[src/rtl/led_decoder.sv]
// rtl/led_decoder.sv - seven-segment scan decoder assembling four-digit frames
module led_decoder #(
   parameter int STABLE_CYCLES = 4
) (
   input  logic        clk,
   input  logic        rst,
   input  logic [6:0]  seg,
   input  logic [3:0]  dig_sel,
   output logic [15:0] value,
   output logic        valid,
   output logic        err
);

   localparam logic [7:0] C_CNT_MAX = 8'(STABLE_CYCLES - 1);
   localparam logic [7:0] C_CNT_CAP = 8'(STABLE_CYCLES - 2);

   logic [10:0]      r_prev;
   logic [7:0]       r_cnt;
   logic [3:0]       r_mask;
   logic             r_ferr;
   logic [3:0][3:0]  r_slots;
   logic [15:0]      r_value;
   logic             r_valid;
   logic             r_err;

   logic [10:0]      w_sample;
   logic             w_same;
   logic             w_onehot;
   logic             w_blank;
   logic             w_capture;
   logic [1:0]       w_idx;
   logic [3:0]       w_nibble;
   logic             w_bad;
   logic [3:0]       w_mask_nxt;
   logic             w_done;
   logic [3:0][3:0]  w_frame;

   assign w_sample = {seg, dig_sel};
   assign w_same   = (w_sample == r_prev);
   assign w_onehot = (dig_sel != 4'd0) && ((dig_sel & (dig_sel - 4'd1)) == 4'd0);
   assign w_blank  = (seg == 7'h00);

   // Capture fires once per run: only on the step into the saturated count.
   assign w_capture = w_same && (r_cnt == C_CNT_CAP) && w_onehot && !w_blank;

   always_comb begin
      w_nibble = 4'h0;
      w_bad    = 1'b0;
      case (seg)
         7'h3F: w_nibble = 4'h0;
         7'h06: w_nibble = 4'h1;
         7'h5B: w_nibble = 4'h2;
         7'h4F: w_nibble = 4'h3;
         7'h66: w_nibble = 4'h4;
         7'h6D: w_nibble = 4'h5;
         7'h7D: w_nibble = 4'h6;
         7'h07: w_nibble = 4'h7;
         7'h7F: w_nibble = 4'h8;
         7'h6F: w_nibble = 4'h9;
         7'h77: w_nibble = 4'hA;
         7'h7C: w_nibble = 4'hB;
         7'h39: w_nibble = 4'hC;
         7'h5E: w_nibble = 4'hD;
         7'h79: w_nibble = 4'hE;
         7'h71: w_nibble = 4'hF;
         default: begin
            w_nibble = 4'h0;
            w_bad    = 1'b1;
         end
      endcase
   end

   always_comb begin
      w_idx = 2'd0;
      case (dig_sel)
         4'b0001: w_idx = 2'd0;
         4'b0010: w_idx = 2'd1;
         4'b0100: w_idx = 2'd2;
         4'b1000: w_idx = 2'd3;
         default: w_idx = 2'd0;
      endcase
   end

   // The completed frame must include the digit being captured on this edge.
   always_comb begin
      w_mask_nxt     = r_mask | dig_sel;
      w_done         = (w_mask_nxt == 4'hF);
      w_frame        = r_slots;
      w_frame[w_idx] = w_nibble;
   end

   always_ff @(posedge clk) begin
      if (rst) begin
         r_prev <= '0;
         r_cnt  <= '0;
      end else begin
         r_prev <= w_sample;
         if (!w_same)
            r_cnt <= '0;
         else if (r_cnt != C_CNT_MAX)
            r_cnt <= r_cnt + 8'd1;
      end
   end

   always_ff @(posedge clk) begin
      if (rst) begin
         r_mask  <= '0;
         r_ferr  <= 1'b0;
         r_slots <= '0;
         r_value <= '0;
         r_valid <= 1'b0;
         r_err   <= 1'b0;
      end else begin
         r_valid <= 1'b0;
         if (w_capture) begin
            r_slots[w_idx] <= w_nibble;
            if (w_done) begin
               r_value <= w_frame;
               r_err   <= r_ferr | w_bad;
               r_valid <= 1'b1;
               r_mask  <= '0;
               r_ferr  <= 1'b0;
            end else begin
               r_mask  <= w_mask_nxt;
               r_ferr  <= r_ferr | w_bad;
            end
         end
      end
   end

   assign value = r_value;
   assign valid = r_valid;
   assign err   = r_err;

endmodule

[config.mk]
export PLATFORM = sky130hd
export DESIGN_NAME = led_decoder
export DESIGN_NICKNAME = d
export VERILOG_FILES = /design/src/rtl/led_decoder.sv
export SDC_FILE = /design/constraint.sdc
export NUM_CORES = 1
export LEC_CHECK = 0
export CAP_MARGIN = 20
export CORE_ASPECT_RATIO = 0.75
export CORE_MARGIN = 8
export CORE_UTILIZATION = 34
export CTS_BUF_LIST = sky130_fd_sc_hd__clkbuf_4 sky130_fd_sc_hd__clkbuf_8 sky130_fd_sc_hd__clkbuf_16
export DETAILED_ROUTE_END_ITERATION = 10
export GPL_TIMING_DRIVEN = 0
export PLACE_DENSITY = 0.56
export SYNTH_ARGS = -nofsm -noshare
export SYNTH_HDL_FRONTEND = slang
export SYNTH_SLANG_ARGS = --single-unit
export TNS_END_PERCENT = 100
[constraint.sdc]
create_clock -name clk -period 2.1 [get_ports clk]
set_input_delay 0.21 -clock clk [delete_from_list [all_inputs] [get_ports clk]]
set_output_delay 0.21 -clock clk [all_outputs]
set_load 0.005 [all_outputs]
==> impl_metrics.ini <==
[cts]
htree_levels = 3
clkTransAtPathRegs_ns = 0.07
ctsRootBufferMaster = clkbuf_8
postCtsHoldBufs = 0
insertion_delay_ns = 0.34
cts_num_sinks = 58
cts_tree = built
clockBufferDepth = 2
cts_buffers = 9

[timing]
fmax_mhz = 475
skew_ns = 0.0104
setup_ws_ns = -0.00463
timing.final.crit_share = 1.00
hold-worst-slack_ns = 0.141
tightest_slew_ns = 0.843
hold_violations = 0
timing.slew.headroom = 0.433
period_needed_ns = 2.10
final-max-slew-violation-count = 0
tns_ns = -0.00731
setup_violations = 2
rsz0062_at_grt = true

[layout]
n_fill_cell = 764
drive_gt1_frac = 0.231
antenna-diode-count = 0
area_growth_syn_to_layout_pct = 31.0
nets = 344

[logic_synthesis]
synth_top_cell_by_area = dfxtp_1
yosysMostFrequentCell = dfxtp_1
synth_area_mm2 = 0.00276
syn-num-nets = 288
synth_top_cell_area_share = 0.420
synth.area.top_cells = dfxtp_1, mux2i_1, o2bb2ai_1
async_flop_share = 0
yosys_warnings = 0
ys.flop_type = dfxtp_1
ys_ff_latch = 58
synthCells = 273
ys_top_cells_by_count = dfxtp_1, mux2i_1, nor2_1
synth-seq-area-share = 0.420
synth.avg_cell_area_um2 = 10.1
ys_types = 47
synth_edf_count = 0

[run]
max_cap_viol_count = 0

[power_and_ir_drop]
powerDensity_mw_per_mm2 = 620
pwr-share-comb = 0.093
p_clk_frac = 0.410
switchingPower_mw = 0.581
p_leak_nw = 1.38
p_int_mw = 1.66
power.total_mw = 2.24
p_sw_frac = 0.259
power_frac_seq = 0.497
vdd_drop_max_mv = 0.307

[grt]
grt_pass1_vias = 2230
grt-ovfl-total = 0
grt_pass1_wl_um = 11700
track_usage = 0.131
grt_max_degree = 11
grt_antenna_before_repair = 0

[worst_setup_path]
cp-end-kind = flip-flop
path_class = flip-flop to flip-flop
crit_arrival_ns = 2.33
worstPathMaxFanout = 10
critPathLaunchType = flip-flop
cp.required_ns = 2.33

[outcome]
outcome = finished with violations
violations = negative setup slack

[drt]
drcViolationCount = 0
wl_um = 6810
routedWlPerCell_um = 15.5
num_vias = 2161
detail-route-antenna-nets = 0
drt_iter0_drc = 94
first_pass_iters = 4
viasPerCell = 4.92

[floorplan]
core_area_mm2 = 0.00788
die_x_um = 120
ioPinCount = 31
dieHeight_um = 94.1
dieArea_mm2 = 0.0113
start_util = 0.350
rows = 28

[min_path]
hold_class = input pin to flip-flop

[place]
hpwlAfterDp_um = 4550
portBuffers = 26
pre_cts_slack_ns = -0.688
place.gp.congestion = 0.812
==> kinds of logic (layout without fill, tap and decap cells) <==
logic type,Yosys count,in the layout,synth area share
fa+ha+maj,2,2,0.00906
xor+xnor,20,20,0.0634
compound gates,40,40,0.116
buf+inv,23,84,0.0412
flops,58,58,0.420
mux,33,33,0.120
simple gates,97,97,0.230
==> flip-flops by register name, indices dropped and copies added (netlist names) <==
name,count
r_cnt,8
r_slots,16
r_ferr,1
r_prev,11
err,1
valid,1
value,16
r_mask,4
==> path summary, 6_finish.rpt <==
check | from | end | slack [ns] | cells after the start
max | r_cnt[3]$_SDFFE_PP0P_ | value[2]$_SDFFE_PP0P_ | -0.005 | 8
min | dig_sel[3] | r_prev[3]$_SDFF_PP0_ | 0.14 | 2
max reg2reg | r_cnt[3]$_SDFFE_PP0P_ | value[2]$_SDFFE_PP0P_ | -0.005 | 8
min reg2reg | value[3]$_SDFFE_PP0P_ | value[3]$_SDFFE_PP0P_ | 0.46 | 1
==> power groups by stage <==
stage	clock (mW)	sequential (mW)	combinational, mW
finish	0.920	1.12	0.209
global placement	0	1.14	0.183
detailed placement	0	1.14	0.185
floorplan	0	1.14	0.126
global route	1.00	1.12	0.228
CTS	0.952	1.12	0.202
==> stage by stage <==
stage / cell area (um^2) / util / cells
after floorplan: 2760 / - / 273
after global placement: 3150 / 0.400 / 404
after detailed placement: 3160 / 0.401 / 405
after CTS: 3510 / 0.446 / 431
after global routing: 3620 / 0.459 / 439
final: 3620 / 0.459 / 439
==> what timing repair did <==
| action | in CTS | in global routing |
|---|---|---|
| endpoints found under the setup margin | 38 | 39 |
| buffers inserted | 10 | 8 |
| hold endpoints to repair | 0 | 0 |
| gates resized for setup | 27 | 21 |
| pin swaps | 5 | 7 |
==> worst max-delay path: stages (launching register included) <==
cell and delay, ns:
dfxtp_2 0.32, or4_4 0.54, nor3_4 0.19, nand3_4 0.17
buf_4 0.18, nor3_4 0.18, a21oi_4 0.12, buf_8 0.16
o2bb2ai_1 0.12
==> cells in the final DEF, fill, tap and decap left out, drive strengths merged, types with 2 or more instances in the layout <==
cell type | netlist | layout
buf | 5 | 27
o311ai | 2 | 2
o2bb2ai | 17 | 17
nor2 | 31 | 31
clkinv | 0 | 3
a21oi | 4 | 4
dfxtp | 58 | 58
nand3 | 11 | 11
nand3b | 4 | 4
xnor2 | 3 | 3
inv | 6 | 6
clkbuf | 12 | 20
nor4b | 6 | 6
nand2 | 7 | 7
mux2i | 32 | 32
o21ai | 3 | 3
nor4 | 4 | 4
nor2b | 13 | 13
ha | 2 | 2
clkdlybuf4s50 | 0 | 23
o21a | 4 | 4
o22ai | 3 | 3
xor2 | 17 | 17
dlymetal6s2s | 0 | 2
nor3 | 13 | 13
and3 | 3 | 3
clkinvlp | 0 | 2
==> area by class of cell <==
class,instances,area [um^2],area share
inverters,6,22.5,0.00622
multi-input cells,192,1590,0.438
clock inverters,5,30.0,0.00830
plain buffers,17,130,0.0360
repair buffers,45,410,0.113
flip-flops and latches,58,1160,0.322
well taps,105,131,0.0363
clock buffers,11,145,0.0401
==> routing by layer <==
layer / vias up / share of wire / track usage
li1: 1091 / - / -
met4: 0 / 0.012 / 0.0497
met3: 8 / 0.056 / 0.0456
met2: 53 / 0.42 / 0.201
met5: - / 0 / 0
met1: 1009 / 0.51 / 0.166
Power figures use the tool's default switching activity.
